File: config.mk
export PLATFORM = sky130hd
export DESIGN_NAME = faerie_addr_unit
export DESIGN_NICKNAME = d
export VERILOG_FILES = /design/src/rtl/faerie_pkg.sv /design/src/rtl/faerie_branch_cond.sv /design/src/rtl/faerie_addr_unit.sv
export SDC_FILE = /design/constraint.sdc
export NUM_CORES = 1
export LEC_CHECK = 0
export CAP_MARGIN = 20
export CELL_PAD_IN_SITES_DETAIL_PLACEMENT = 0
export CELL_PAD_IN_SITES_GLOBAL_PLACEMENT = 1
export CORE_AREA = 10 10 100 102
export DETAILED_ROUTE_END_ITERATION = 6
export DIE_AREA = 0 0 110 112
export PLACE_DENSITY_LB_ADDON = 0.2
export SYNTH_ARGS = -nofsm -noshare
export SYNTH_HDL_FRONTEND = slang
export SYNTH_SLANG_ARGS = --single-unit
File: constraint.sdc
create_clock -name clk -period 2.4 [get_ports clk]
set_clock_uncertainty 0.15 [all_clocks]
set_input_delay 0.24 -clock clk [delete_from_list [all_inputs] [get_ports clk]]
set_output_delay 0.24 -clock clk [all_outputs]
set_load 0.02 [all_outputs]
File: src/rtl/faerie_pkg.sv
`default_nettype none
// ============================================================================
// Module      : faerie_pkg
// Description : Shared constants and types for the Faerie CPU address unit:
//               flag bit positions, branch-mode encodings, reset vector
//               addresses and the start-up state enumeration.
//               FAERIE_RESET_VECTOR_EN selects the vector fetch start-up
//               (VEC_LO/VEC_HI/VEC_DONE) instead of the single RST1 state.
// Revision    : 1.0 - initial release
// ============================================================================
package faerie_pkg;

    // Bit positions inside the {V,N,Z,C} flags nibble
    localparam int c_FLAG_C = 0;
    localparam int c_FLAG_Z = 1;
    localparam int c_FLAG_N = 2;
    localparam int c_FLAG_V = 3;

    // Branch condition selector mode[2:0]; mode[c_MODE_INV] inverts it
    localparam logic [2:0] c_BR_ALWAYS = 3'd0;
    localparam logic [2:0] c_BR_C      = 3'd1;
    localparam logic [2:0] c_BR_Z      = 3'd2;
    localparam logic [2:0] c_BR_N      = 3'd3;
    localparam logic [2:0] c_BR_V      = 3'd4;
    localparam logic [2:0] c_BR_HI     = 3'd5;   // C & !Z
    localparam logic [2:0] c_BR_LT     = 3'd6;   // N ^ V
    localparam logic [2:0] c_BR_LE     = 3'd7;   // (N ^ V) | Z
    localparam int         c_MODE_INV  = 3;

    // Reset vector location (little-endian pointer)
    localparam logic [15:0] c_VEC_LO_ADDR = 16'hFFFC;
    localparam logic [15:0] c_VEC_HI_ADDR = 16'hFFFD;

    // Start-up sequencer states; RUN is the only state with cu_rst low
    typedef enum logic [2:0] {
        ST_RST1     = 3'd0,
        ST_VEC_LO   = 3'd1,
        ST_VEC_HI   = 3'd2,
        ST_VEC_DONE = 3'd3,
        ST_RUN      = 3'd4
    } startup_state_t;

`ifdef FAERIE_RESET_VECTOR_EN
    localparam startup_state_t c_ST_FIRST = ST_VEC_LO;
`else
    localparam startup_state_t c_ST_FIRST = ST_RST1;
`endif

endpackage : faerie_pkg
`default_nettype wire

File: src/rtl/faerie_branch_cond.sv
`default_nettype none
// ============================================================================
// Module      : faerie_branch_cond
// Description : Combinational branch condition decoder. Evaluates mode[2:0]
//               against the {V,N,Z,C} flags; mode[3] inverts the result.
// Revision    : 1.0 - initial release
// ============================================================================
module faerie_branch_cond
    import faerie_pkg::*;
(
    input  logic [3:0] mode,
    input  logic [3:0] flags,
    output logic       taken
);

    logic w_c;
    logic w_z;
    logic w_n;
    logic w_v;
    logic w_cond;

    assign w_c = flags[c_FLAG_C];
    assign w_z = flags[c_FLAG_Z];
    assign w_n = flags[c_FLAG_N];
    assign w_v = flags[c_FLAG_V];

    // Select the raw condition, then apply the optional inversion
    always_comb begin
        w_cond = 1'b0;
        case (mode[2:0])
            c_BR_ALWAYS: w_cond = 1'b1;
            c_BR_C:      w_cond = w_c;
            c_BR_Z:      w_cond = w_z;
            c_BR_N:      w_cond = w_n;
            c_BR_V:      w_cond = w_v;
            c_BR_HI:     w_cond = w_c & ~w_z;
            c_BR_LT:     w_cond = w_n ^ w_v;
            c_BR_LE:     w_cond = (w_n ^ w_v) | w_z;
            default:     w_cond = 1'b0;
        endcase
        taken = w_cond ^ mode[c_MODE_INV];
    end

endmodule : faerie_branch_cond
`default_nettype wire

File: src/rtl/faerie_addr_unit.sv
`default_nettype none
// ============================================================================
// Module      : faerie_addr_unit
// Description : Faerie CPU address unit. Holds PC, the AH:AL operand pointer
//               and the flags register, multiplexes the memory address, and
//               sequences start-up while holding the control unit in reset.
//               Define FAERIE_RESET_VECTOR_EN to fetch the start PC from the
//               vector at 16'hFFFC/16'hFFFD; otherwise PC starts at RESET_PC.
// Revision    : 1.0 - initial release
// ============================================================================
module faerie_addr_unit
    import faerie_pkg::*;
#(
    parameter logic [15:0] RESET_PC = 16'h0000
)(
    input  logic        clk,
    input  logic        rst_n,
    input  logic [7:0]  rdata,
    input  logic [3:0]  mode,
    input  logic        re,
    input  logic        pc_addr,
    input  logic        set_al,
    input  logic        set_ah,
    input  logic        zp_addr,
    input  logic        inc_al,
    input  logic        branch,
    input  logic        set_fr,
    input  logic [3:0]  alu_flags,
    output logic [15:0] addr,
    output logic        vec_re,
    output logic        cu_rst,
    output logic [3:0]  flags,
    output logic [15:0] pc
);

    // PC is loaded from the vector when it is enabled, so it resets to zero
`ifdef FAERIE_RESET_VECTOR_EN
    localparam logic [15:0] c_PC_INIT = 16'h0000;
`else
    localparam logic [15:0] c_PC_INIT = RESET_PC;
`endif

    startup_state_t r_state;
    startup_state_t w_state_next;
    logic [15:0]    w_startup_addr;
    logic           w_run;
    logic           w_taken;
    logic [15:0]    r_pc;
    logic [7:0]     r_al;
    logic [7:0]     r_ah;
    logic [3:0]     r_flags;

    assign w_run = (r_state == ST_RUN);

    faerie_branch_cond u_branch_cond (
        .mode  (mode),
        .flags (r_flags),
        .taken (w_taken)
    );

    // Start-up state register; reset always restarts the whole sequence
    always_ff @(posedge clk or negedge rst_n) begin
        if (!rst_n) begin
            r_state <= c_ST_FIRST;
        end else begin
            r_state <= w_state_next;
        end
    end

    // Start-up next state, control-unit reset, vector read enable and address
    always_comb begin
        w_state_next   = r_state;
        w_startup_addr = c_PC_INIT;
        cu_rst         = 1'b1;
        vec_re         = 1'b0;
        case (r_state)
`ifdef FAERIE_RESET_VECTOR_EN
            ST_VEC_LO: begin
                w_state_next   = ST_VEC_HI;
                w_startup_addr = c_VEC_LO_ADDR;
                vec_re         = 1'b1;
            end
            ST_VEC_HI: begin
                w_state_next   = ST_VEC_DONE;
                w_startup_addr = c_VEC_HI_ADDR;
                vec_re         = 1'b1;
            end
            ST_VEC_DONE: begin
                // High byte arrives this cycle; keep the bus on the vector
                w_state_next   = ST_RUN;
                w_startup_addr = c_VEC_HI_ADDR;
            end
`else
            ST_RST1: begin
                w_state_next   = ST_RUN;
                w_startup_addr = RESET_PC;
            end
`endif
            ST_RUN: begin
                cu_rst = 1'b0;
            end
            default: begin
                w_state_next = c_ST_FIRST;
            end
        endcase
    end

    // Memory address: start-up address, else PC, zero page or full pointer
    assign addr = !w_run  ? w_startup_addr :
                  pc_addr ? r_pc :
                  zp_addr ? {8'h00, r_al} :
                            {r_ah, r_al};

    // PC, pointer and flags; strobes only act while the control unit runs
    always_ff @(posedge clk or negedge rst_n) begin
        if (!rst_n) begin
            r_pc    <= c_PC_INIT;
            r_al    <= 8'h00;
            r_ah    <= 8'h00;
            r_flags <= 4'h0;
        end else if (w_run) begin
            // A taken branch wins over the sequential fetch increment
            if (branch && w_taken) begin
                r_pc <= {r_ah, r_al};
            end else if (re && pc_addr) begin
                r_pc <= r_pc + 16'd1;
            end
            // A load of AL wins over its increment; AH is never carried into
            if (set_al) begin
                r_al <= rdata;
            end else if (inc_al) begin
                r_al <= r_al + 8'd1;
            end
            if (set_ah) begin
                r_ah <= rdata;
            end
            if (set_fr) begin
                r_flags <= alu_flags;
            end
        end
`ifdef FAERIE_RESET_VECTOR_EN
        else if (r_state == ST_VEC_HI) begin
            // Data for the 16'hFFFC read returns one cycle after VEC_LO
            r_pc[7:0] <= rdata;
        end else if (r_state == ST_VEC_DONE) begin
            r_pc[15:8] <= rdata;
        end
`endif
    end

    assign pc    = r_pc;
    assign flags = r_flags;

endmodule : faerie_addr_unit
`default_nettype wire

==> summary by stage, run 1 <==
Power
VDD sags by at most 0.3753 mV. Of the total power, the share spent switching nets is 38.83%. The clock network fraction of design power is 19.6%. The total power divided by cell area is 807.6 nW/µm².

Summing internal, switching and leakage power gives 2.613 mW. The combinational power share is 42.1%. The analysis attributes to net switching a power of 1.015 mW. The sequential share of power is 38.4%. The leakage power figure is 1.357 nW.

The cell-internal power is 1.599 mW.

Logic synthesis
The post-synthesis average cell area is 9.110 µm². Yosys printed 0 warnings. Summing every instance area after synthesis gives 2332 µm². For this run, the register share of the synthesized area comes to 39.70%. The number of enable flip-flop cells after synthesis is 0. The portion of netlist area occupied by mux cells is 12.29%. In this run, synthesis produced a sequential element count of 37.

The post-synth net total is 284. By area, the combinational part of the netlist is dominated by simple AND/OR/NAND/NOR gates. The most common flop cell mapped by yosys is sky130_fd_sc_hd__dfrtp_1. The count of cell types in the netlist is 48.

After Yosys synthesis, full adders, half adders and majority gates account for 1.073% of the synthesized area. The simple-gate area share of the yosys netlist is 22.75%. The share of flip-flops with an asynchronous set or reset after synthesis is 100.0%. Synthesis produced a netlist whose cell count is 256. The post-synthesis compound-gate area fraction is 19.15%. The XOR/XNOR share of the synthesized area is 0.3755%.

Floorplan
The die outline area is 12320 µm². Measured along the y axis, the die boundary spans 112 µm. The core region is 8051 µm². The starting utilization of the core area is 28.97%.

The row count is 33. The I/O pin count is 64. In this run the horizontal extent of the chip is 110 µm.

Worst setup path
For the worst setup path, the data required time is 2.01 ns. The maximum net fanout on the critical path is 8. The worst setup path is launched from a primary input.

STA classifies the critical path endpoint as a primary output. The data arrival at the endpoint of the critical path is 1.85 ns. The origin of the critical flop-to-flop path is flags[3]. The critical path starts at zp_addr. The worst-case reg-to-reg path depth is 6.

The path type of the worst setup path is primary input to primary output.

Flow run
The max-capacitance violation count is 0.

Route
The count of nets left with antenna violations after detail routing is 0. The first-pass detailed-route iteration total is 4. In the final routed layout, each cell accounts on average for 17.10 µm. The count of unresolved DRC violations after routing is 0. The routed wire length is 7.320 mm. Dividing the detail-routed via count by the number of cells gives 5.086.

The via count is 2177. The detailed router finished its first iteration with 99 violations.

STA
Derived from the worst setup path, the maximum achievable clock frequency is 0.4468 GHz. Dividing the final minimum period by the clock period gives 93.25%. The final-layout worst hold slack is 0.3920 ns. After layout, the worst setup slack is 0.1620 ns.

The relative slew slack is 41.19%. The setup total negative slack is 0 ns. The transition at the pin with the smallest max-transition slack is 0.8822 ns. The final count of negative-setup-slack endpoints is 0. The number of max-slew violations in the final report was 0. Setup repair after global routing left no endpoint under its margin. The final number of hold-violating endpoints is 0. The clock period minus worst slack is 2.238 ns.

Global route
The number of global-route vias before repair was 2223. Entering global routing, the biggest net connects 38 pins. The total global routing overflow is 0.

The global-route usage over all layers is 12.18%. The first global-routing pass estimated 12.00 mm of wire. The initial antenna violation count is 0.

Finish
Cells fill 40.19% of the core in the end. The post-route netlist has 13.00% of its cells at a drive strength greater than 1. Once layout is complete, the cells apart from fillers number 428.

The net total in the final layout is 350. 0 antenna diodes ended up in the layout. The final non-filler cell area is 3236 µm².

The area growth from synthesis to final layout is 38.73%. After filler insertion, the fill cell instance count of the layout stands at 832.

Clock tree
The post-CTS setup repair buffer count is 0. TritonCTS created 5 clock buffers. TritonCTS built the clock tree. The total clock sinks is 37. The clock network latency to the later pin of the worst-skew pair is 0.30 ns. Clock-pin slew was measured on the worst setup and hold paths at 0.07 ns.

The number of buffers between clock root and the deepest sink is 2. The root cell of the clock tree is sky130_fd_sc_hd__clkbuf_8. Buffers inserted to repair hold after CTS numbered 1. CTS built an H-tree with a depth of 2. Once the clock tree was built, the resizer swapped 0 gates to a different size.

Min path
Counting instances, the worst hold path has a depth of 1. In this run the worst hold path is classified as flop to flop. The start point of the worst min-delay path is flags[0].

Place
The post-detailed-placement half-perimeter wirelength is 5.639 mm. The worst-case setup slack after placement is -0.1607 ns. The count of buffers added on input and output ports is 62. The weighted congestion reported at the end of routability-driven placement is 0.7849. Summing all placed instances gives a cell area of 3120 µm². The cell total after placement is 419.

Outcome
The flow ran to the end, and the final reports show no timing, DRC or antenna violations.
[final cells by class]
class,instances,area [µm²],area share (%)
well taps,105,131.4,4.060
inverters,8,30.03,0.9281
multi-input cells,197,1305,40.33
repair buffers,73,738.2,22.82
clock buffers,7,96.34,2.978
clock inverters,1,8.758,0.2707
flip-flops and latches,37,925.9,28.62
[power groups by stage]
stage / combinational, mW / sequential (mW) / clock [mW]
floorplan: 0.508 / 1.07 / 0
detailed placement: 1.12 / 1.02 / 0
CTS: 1.12 / 1.01 / 0.525
global route: 1.20 / 1.04 / 0.545
finish: 1.10 / 1.00 / 0.511
global placement: 1.11 / 1.02 / 0
[synth_stat cells (2+ instances only)]
| cell | n | area share, % |
|---|---|---|
| sky130_fd_sc_hd__buf_2 | 3 | 0.64 |
| sky130_fd_sc_hd__mux2_2 | 12 | 5.8 |
| sky130_fd_sc_hd__nand3_1 | 11 | 2.4 |
| sky130_fd_sc_hd__nor2_1 | 38 | 6.1 |
| sky130_fd_sc_hd__o211ai_1 | 2 | 0.64 |
| sky130_fd_sc_hd__buf_4 | 2 | 0.64 |
| sky130_fd_sc_hd__a22oi_1 | 2 | 0.64 |
| sky130_fd_sc_hd__dfrtp_1 | 37 | 40 |
| sky130_fd_sc_hd__nand2b_1 | 2 | 0.54 |
| sky130_fd_sc_hd__a31oi_1 | 4 | 1.1 |
| sky130_fd_sc_hd__a311oi_1 | 2 | 0.75 |
| sky130_fd_sc_hd__a21oi_1 | 18 | 3.9 |
| sky130_fd_sc_hd__inv_1 | 7 | 1.1 |
| sky130_fd_sc_hd__clkbuf_1 | 3 | 0.48 |
| sky130_fd_sc_hd__and3_1 | 8 | 2.1 |
| sky130_fd_sc_hd__o221a_2 | 2 | 0.97 |
| sky130_fd_sc_hd__ha_1 | 2 | 1.1 |
| sky130_fd_sc_hd__nand2_1 | 20 | 3.2 |
| sky130_fd_sc_hd__conb_1 | 2 | 0.32 |
| sky130_fd_sc_hd__o211a_1 | 2 | 0.86 |
| sky130_fd_sc_hd__nand4_1 | 2 | 0.54 |
| sky130_fd_sc_hd__a211oi_1 | 2 | 0.64 |
| sky130_fd_sc_hd__mux2i_1 | 14 | 6.0 |
| sky130_fd_sc_hd__o21ai_0 | 15 | 3.2 |
| sky130_fd_sc_hd__and2_1 | 2 | 0.54 |
| sky130_fd_sc_hd__o221a_1 | 4 | 1.9 |
| sky130_fd_sc_hd__nor3b_1 | 8 | 2.6 |
| sky130_fd_sc_hd__nor3_1 | 4 | 0.86 |
| sky130_fd_sc_hd__buf_1 | 5 | 0.80 |
| sky130_fd_sc_hd__a211oi_2 | 3 | 1.6 |
[final timing paths]
| path | to | slack, ns |
|---|---|---|
| min | flags[0] | 0.39 |
| min in group asynchronous | pc[12] | 0.45 |
| max reg2reg | pc[3] | 0.26 |
| max in group asynchronous | flags[0] | 1.09 |
| min reg2reg | flags[0] | 0.39 |
| max | addr[9] | 0.16 |
[critical path, cell delays in order]
cell	delay, ns
sky130_fd_sc_hd__clkdlybuf4s50_1	0.57
sky130_fd_sc_hd__nor3b_1	0.27
sky130_fd_sc_hd__a21oi_1	0.06
sky130_fd_sc_hd__nor2_1	0.09
sky130_fd_sc_hd__clkdlybuf4s50_1	0.61
[kinds of logic after synthesis]
kind of cell,count (synthesis)
compound gates,62
xor+xnor,1
fa+ha+maj,2
buf+inv,22
flops,37
mux,27
other cells,2
simple gates,103
[routing by layer]
layer	up-vias	global-route usage (%)	share of wire, %
li1	1069	-	-
met1	1053	16.03	44
met2	49	18.70	48
met3	6	3.230	6.3
met4	0	3.993	1.2
met5	-	0	0
[cells in the final DEF, fill, tap and decap left out, drive strengths merged, types with 2 or more instances in the layout]
master         synthesis  layout
mux2i                 14      14
o21ai                 15      15
nand3                 11      11
clkbuf                 3       7
buf                   11      11
and2                   2       2
and3                   8       8
nor3                   4       4
dfrtp                 37      37
a311oi                 2       2
ha                     2       2
conb                   2       2
nor4                   2       2
o211a                  2       2
nor2                  38      38
a31oi                  4       4
nand2                 20      20
clkdlybuf4s50          0      61
o211ai                 2       2
a211oi                 5       5
o221a                  6       6
mux2                  13      13
nand2b                 2       2
inv                    8       9
nand4                  2       2
a21oi                 18      18
nor3b                  8       8
a22oi                  2       2
[flip-flops by register name, indices dropped and copies added, names as in the netlist]
register,flops
r_al,8
pc,16
r_ah,8
flags,4
r_state,1
(Power assumes the default switching activity.)
==> inputs of run 2 (changes only) <==
--- a/config.mk
+++ b/config.mk
@@ -12,6 +12,7 @@
 export DETAILED_ROUTE_END_ITERATION = 6
 export DIE_AREA = 0 0 110 112
 export PLACE_DENSITY_LB_ADDON = 0.2
+export SKIP_CTS_REPAIR_TIMING = 1
 export SYNTH_ARGS = -nofsm -noshare
 export SYNTH_HDL_FRONTEND = slang
 export SYNTH_SLANG_ARGS = --single-unit
==> run 2 against run 1 <==
Net effect:
- sequential power barely moved
- largest power group unchanged
- cell area is the same
- clock-buffer cell count is the same
- core utilization stayed put
==> summary by stage, run 2 (synthesized netlist as in run 1, its figures left out) <==
Finish
The area growth from synthesis to final layout is 38.73% (unchanged). The post-route core utilization was 40.19% (unchanged). The flip-flop count of the largest register after layout is 16 (unchanged). The final instance count without filler cells is 428 (unchanged). The most common cell after layout, fill and taps aside is sky130_fd_sc_hd__clkdlybuf4s50_1 (unchanged).

The share of cells above drive strength 1 is 13.00% (unchanged). Top library cells by usage in the layout, fill and taps aside: 61 x sky130_fd_sc_hd__clkdlybuf4s50_1, 38 x sky130_fd_sc_hd__nor2_1, 37 x sky130_fd_sc_hd__dfrtp_1 (unchanged). The count of antenna diodes in the layout was 0 (unchanged). The count of fill cells added during filler insertion is 832 (unchanged).

The net total in the final layout is 350 (unchanged).

Route
The first-pass detailed-route iteration total came to 4 (unchanged). The detail-routed via count per cell is 5.040 (was 5.086). The count of unresolved DRC violations after routing is 0 (unchanged).

The via count is 2157 (was 2177). The routed wirelength normalized by instance count is 17.11 µm (was 17.10 µm). The routed wire length came to 7.323 mm (was 7.320 mm).

The count of nets left with antenna violations after detail routing is 0 (unchanged). The violation count after the first detailed-routing iteration is 95 (was 99).

Power
The combinational power share is 42.1% (about the same). The leakage power figure is 1.357 nW (unchanged). The total power divided by cell area came to 808.1 nW/µm² (was 807.6 nW/µm²). The switching portion of total power came to 38.86% (was 38.83%). The post-layout total power is 2.615 mW (was 2.613 mW). The worst IR drop on VDD is 0.3760 mV (was 0.3753 mV). The clock network fraction of design power is 19.6% (about the same). The total net switching power is 1.016 mW (was 1.015 mW). The cell-internal power was 1.599 mW (about the same). The sequential share of power came to 38.4% (about the same).

Global route
The initial antenna violation count is 0 (unchanged). The maximum number of pins on one net before global-route repair is 38 (unchanged). The global-route usage over all layers came to 12.16% (was 12.18%). The number of global-route vias before repair is 2207 (was 2223). The wire length of the first global-routing pass is 11.98 mm (was 12.00 mm).

The total global routing overflow came to 0 (unchanged).

Clock tree
The clock transition at the registers of the reported paths is 0.07 ns (about the same). The root cell of the clock tree is sky130_fd_sc_hd__clkbuf_8 (unchanged). The clock network latency to the later pin of the worst-skew pair is 0.30 ns (about the same). The total clock sinks is 37 (unchanged). The total number of H-tree levels is 2 (unchanged). The number of buffers between clock root and the deepest sink is 2 (unchanged). The number of buffers created by CTS is 5 (unchanged). The clock tree from TritonCTS is yes (unchanged).

STA
RSZ-0062 raised after global routing: no (unchanged). The transition at the pin with the smallest max-transition slack was 0.8870 ns (was 0.8822 ns). The share of the clock period used by the worst path was 93.18% (was 93.25%). The clock period minus worst slack was 2.236 ns (was 2.238 ns). The number of max-slew violations in the final report is 0 (unchanged).

The relative slew slack is 40.87% (was 41.19%). The final number of hold-violating endpoints is 0 (unchanged). The achievable clock frequency is 0.4471 GHz (was 0.4468 GHz). The final count of negative-setup-slack endpoints came to 0 (unchanged).

Floorplan
The starting utilization of the core area is 28.97% (unchanged). The core box area came to 8051 µm² (unchanged). The die extent in y is 112 µm (unchanged). The row count came to 33 (unchanged). The die outline area is 12320 µm² (unchanged). The width of the die was 110 µm (unchanged). The I/O pin count is 64 (unchanged).

Worst setup path
The critical path data required time came to 2.01 ns (about the same). The maximum net fanout on the critical path came to 8 (unchanged). The element type at the critical path end is a primary output (unchanged). The data arrival at the endpoint of the critical path is 1.85 ns (about the same). The launching element type of the critical path is a primary input (unchanged). The path type of the worst setup path is primary input to primary output (unchanged).

Place
The post-detailed-placement half-perimeter wirelength is 5.639 mm (unchanged). The port buffer count is 62 (unchanged). The cell total after placement was 419 (unchanged). The weighted congestion reported at the end of routability-driven placement is 0.7849 (unchanged).

Flow run
The max-capacitance violation count was 0 (unchanged).

Min path
The worst hold-check path type is flop to flop (unchanged).

Outcome
Run status: complete, no violations (unchanged).
## run 2: cell counts in the layout (fill, tap and decap cells not counted)
No cell type changed its count.
## run 2: through the flow
| step | hold WS [ns] | TNS, ns | cell area (µm²) | setup slack, ns |
|---|---|---|---|---|
| CTS | -0.05037 | 0 | 3226 | 0.1526 |
| floorplan | -0.2056 | 0 | 2332 | 0.2975 |
| global route | 0.4095 | 0 | 3236 | 0.006051 |
| detailed placement | 0.2585 | -0.8535 | 3120 | -0.1607 |
| global placement | 0.2732 | -0.4341 | 3120 | -0.1029 |
| finish | 0.3916 | 0 | 3236 | 0.1636 |
## run 2: layout make-up
type / instances / area, µm² / area share, %
clock buffers: 7 / 96.34 / 2.978
inverters: 8 / 30.03 / 0.9281
clock inverters: 1 / 8.758 / 0.2707
multi-input cells: 197 / 1305 / 40.33
repair buffers: 73 / 738.2 / 22.82
well taps: 105 / 131.4 / 4.060
flip-flops and latches: 37 / 925.9 / 28.62
## run 2: worst paths after layout
| check | from | to | slack (ns) | cells past startpoint |
|---|---|---|---|---|
| max | zp_addr | addr[9] | 0.16 | 5 |
| min | flags[0] | flags[0] | 0.39 | 1 |
| max reg2reg | flags[3] | pc[3] | 0.26 | 6 |
| min reg2reg | flags[0] | flags[0] | 0.39 | 1 |
| max in group asynchronous | rst_n | flags[0] | 1.09 | 2 |
| min in group asynchronous | rst_n | pc[12] | 0.45 | 2 |
## run 2: power groups by stage
stage | clock network [mW] | logic (mW) | registers (mW)
finish | 0.512 | 1.10 | 1.00
CTS | 0.525 | 1.12 | 1.01
global placement | 0 | 1.11 | 1.02
detailed placement | 0 | 1.12 | 1.02
floorplan | 0 | 0.508 | 1.07
global route | 0.545 | 1.20 | 1.04
## run 2: layer usage
layer,routed length [µm],up-vias,global-route usage [%]
li1,-,1070,-
met1,3237,1028,16.03
met5,0,-,0
met2,3516,51,18.78
met4,115,0,3.646
met3,453,8,3.230
## run 2: critical path: stages
cell,delay [ns]
sky130_fd_sc_hd__clkdlybuf4s50_1,0.56
sky130_fd_sc_hd__nor3b_1,0.27
sky130_fd_sc_hd__a21oi_1,0.06
sky130_fd_sc_hd__nor2_1,0.09
sky130_fd_sc_hd__clkdlybuf4s50_1,0.61
==> inputs of run 3 (changes only) <==
--- a/config.mk
+++ b/config.mk
@@ -9,10 +9,12 @@
 export CELL_PAD_IN_SITES_DETAIL_PLACEMENT = 0
 export CELL_PAD_IN_SITES_GLOBAL_PLACEMENT = 1
 export CORE_AREA = 10 10 100 102
+export CTS_BUF_LIST = sky130_fd_sc_hd__clkbuf_2
 export DETAILED_ROUTE_END_ITERATION = 6
 export DIE_AREA = 0 0 110 112
 export PLACE_DENSITY_LB_ADDON = 0.2
 export SKIP_CTS_REPAIR_TIMING = 1
+export SLEW_MARGIN = 20
 export SYNTH_ARGS = -nofsm -noshare
 export SYNTH_HDL_FRONTEND = slang
 export SYNTH_SLANG_ARGS = --single-unit
==> constraint.sdc (replaced) <==
create_clock -name clk -period 2.05 [get_ports clk]
set_clock_uncertainty 0.15 [all_clocks]
set_input_delay 0.205 -clock clk [delete_from_list [all_inputs] [get_ports clk]]
set_output_delay 0.205 -clock clk [all_outputs]
set_load 0.02 [all_outputs]
==> run 3 against run 2 <==
Net effect:
- the run now ends with negative setup slack left
- routed wire length is 3.8% higher
- combinational power is 28% higher
- register-to-register slack worse by 0.30 ns
- non-clock buffer count is 24 higher
- die area stayed put
- power is 18% higher
- first-iteration DRC count is 11% lower
- largest cell class unchanged
- largest power group unchanged
==> summary by stage, run 3 (synthesized netlist as in run 1, its figures left out) <==
Outcome
Run status: complete, but fails checks (was complete, no violations). The final reports fail on negative setup slack.

Clock tree
The clock tree from TritonCTS is yes (unchanged). The number of buffers between clock root and the deepest sink is 2 (unchanged). The root cell of the clock tree is sky130_fd_sc_hd__clkbuf_2 (was sky130_fd_sc_hd__clkbuf_8). The clock transition at the registers of the reported paths is 0.23 ns (was 0.07 ns).

The total number of H-tree levels is 2 (unchanged). The total clock sinks is 37 (unchanged). The clock network latency to the later pin of the worst-skew pair is 0.42 ns (was 0.30 ns). The number of buffers created by CTS is 5 (unchanged).

Global route
The global-route usage over all layers was 12.38% (was 12.16%). The wire length of the first global-routing pass is 12.29 mm (was 11.98 mm). The number of global-route vias before repair came to 2317 (was 2207). The maximum number of pins on one net before global-route repair came to 28 (was 38).

The initial antenna violation count is 0 (unchanged). The total global routing overflow is 0 (unchanged).

Power
The worst IR drop on VDD is 0.4862 mV (was 0.3760 mV). The leakage power figure is 1.725 nW (was 1.357 nW). The post-layout total power is 3.073 mW (was 2.615 mW). The total power divided by cell area is 872.5 nW/µm² (was 808.1 nW/µm²).

Route
The via count came to 2244 (was 2157). The violation count after the first detailed-routing iteration is 85 (was 95). The first-pass detailed-route iteration total came to 4 (unchanged).

The count of unresolved DRC violations after routing is 0 (unchanged). The count of nets left with antenna violations after detail routing is 0 (unchanged). The routed wirelength normalized by instance count is 16.82 µm (was 17.11 µm).

The detail-routed via count per cell is 4.965 (was 5.040). The routed wire length is 7.603 mm (was 7.323 mm).

Worst setup path
The critical path data required time came to 2.24 ns (was 2.01 ns). The path type of the worst setup path is primary input to flop (was primary input to primary output). The launching element type of the critical path is a primary input (unchanged).

The element type at the critical path end is a flop (was primary output). The maximum net fanout on the critical path was 6 (was 8). The data arrival at the endpoint of the critical path is 2.29 ns (was 1.85 ns). The origin of the critical flop-to-flop path is flags[1] (was flags[3]). The critical path startpoint is mode[2] (was zp_addr).

Finish
The area growth from synthesis to final layout is 51.02% (was 38.73%). The net total in the final layout is 374 (was 350). The final instance count without filler cells was 452 (was 428). Top library cells by usage in the layout, fill and taps aside: 43 x sky130_fd_sc_hd__clkdlybuf4s50_1, 38 x sky130_fd_sc_hd__nor2_1, 28 x sky130_fd_sc_hd__dfrtp_1 (was 61 x sky130_fd_sc_hd__clkdlybuf4s50_1, 38 x sky130_fd_sc_hd__nor2_1, 37 x sky130_fd_sc_hd__dfrtp_1). The flip-flop count of the largest register after layout is 16 (unchanged). The share of cells above drive strength 1 is 24.50% (was 13.00%). The sequential cell area is 937.1 µm² (was 925.9 µm²). The final non-filler cell area came to 3522 µm² (was 3236 µm²). The area taken by multi-input logic gates is 1371 µm² (was 1305 µm²). The most common cell after layout, fill and taps aside is sky130_fd_sc_hd__clkdlybuf4s50_1 (unchanged). The count of antenna diodes in the layout is 0 (unchanged). The count of fill cells added during filler insertion is 829 (was 832).

Place
The worst-case setup slack after placement is -0.4739 ns (was -0.1607 ns). The area of placed instances is 3252 µm² (was 3120 µm²). The cell total after placement came to 436 (was 419). The post-detailed-placement half-perimeter wirelength is 5.878 mm (was 5.639 mm). The weighted congestion reported at the end of routability-driven placement came to 0.7887 (was 0.7849).

The port buffer count is 62 (unchanged).

STA
The relative slew slack came to 62.85% (was 40.87%). Dividing the final minimum period by the clock period gives 102.5%. The routed design could run at a clock period as short as 2.102 ns. The final-layout worst hold slack is 0.1161 ns (was 0.3916 ns). The number of max-slew violations in the final report is 0 (unchanged). The final worst-path setup slack is -0.05189 ns (was 0.1636 ns). The final number of hold-violating endpoints came to 0 (unchanged).

The final count of negative-setup-slack endpoints is 5 (was 0). The transition at the pin with the smallest max-transition slack is 0.5572 ns (was 0.8870 ns). RSZ-0062 raised after global routing: yes (was no). The achievable clock frequency is 0.4758 GHz.

Flow run
The max-capacitance violation count is 0 (unchanged).

Floorplan
The row count is 33 (unchanged). The core box area was 8051 µm² (unchanged). The die extent in y is 112 µm (unchanged).

The starting utilization of the core area was 28.97% (unchanged). The die outline area is 12320 µm² (unchanged). The I/O pin count was 64 (unchanged).

The width of the die is 110 µm (unchanged).

Min path
The worst hold-check path type is primary input to async pin (was flop to flop).
## run 3: through the flow
stage               util [%]  setup TNS (ns)
global placement       40.39          -6.759
detailed placement     40.39          -7.376
floorplan                  -        -0.02299
global route           43.75         -0.7280
finish                 43.75         -0.1227
CTS                    41.27          -5.112
## run 3: worst paths after layout
kind,cells past startpoint,to,slack (ns)
min in group clk,2,flags[0],0.25
hold / removal,2,r_ah[1],0.12
max in group asynchronous,3,pc[3],1.08
setup / recovery,9,pc[5],-0.05
setup reg to reg,8,pc[5],-0.04
hold reg to reg,1,pc[15],0.41
## run 3: cell type report
cell class	count	area share [%]
multi-input cells	197	38.93
well taps	105	3.730
clock buffers	5	0.7105
clock inverters	3	1.314
repair buffers	97	27.78
inverters	8	0.9236
flip-flops and latches	37	26.61
## run 3: layer usage
layer	track usage, %	vias to the layer above	routed length (µm)
li1	-	1112	-
met1	16.36	1085	3551
met2	19.18	41	3601
met3	3.287	6	373
met4	3.559	0	76
met5	0	-	0
## run 3: where the power goes
part	switching, mW	leakage, nW	total [mW]	internal [mW]
Sequential	0.257	0.419	1.17	0.912
Clock	0.283	0.0392	0.491	0.208
Combinational	0.684	1.27	1.41	0.729
Total	1.22	1.72	3.07	1.85
## run 3: critical path: stages
cell and delay [ns]:
sky130_fd_sc_hd__clkdlybuf4s50_1 0.61, sky130_fd_sc_hd__mux2i_1 0.25, sky130_fd_sc_hd__o22ai_2 0.14, sky130_fd_sc_hd__o31ai_4 0.34, sky130_fd_sc_hd__nand3b_4 0.14, sky130_fd_sc_hd__buf_6 0.16
sky130_fd_sc_hd__buf_6 0.11, sky130_fd_sc_hd__and3_4 0.15, sky130_fd_sc_hd__a211oi_2 0.18
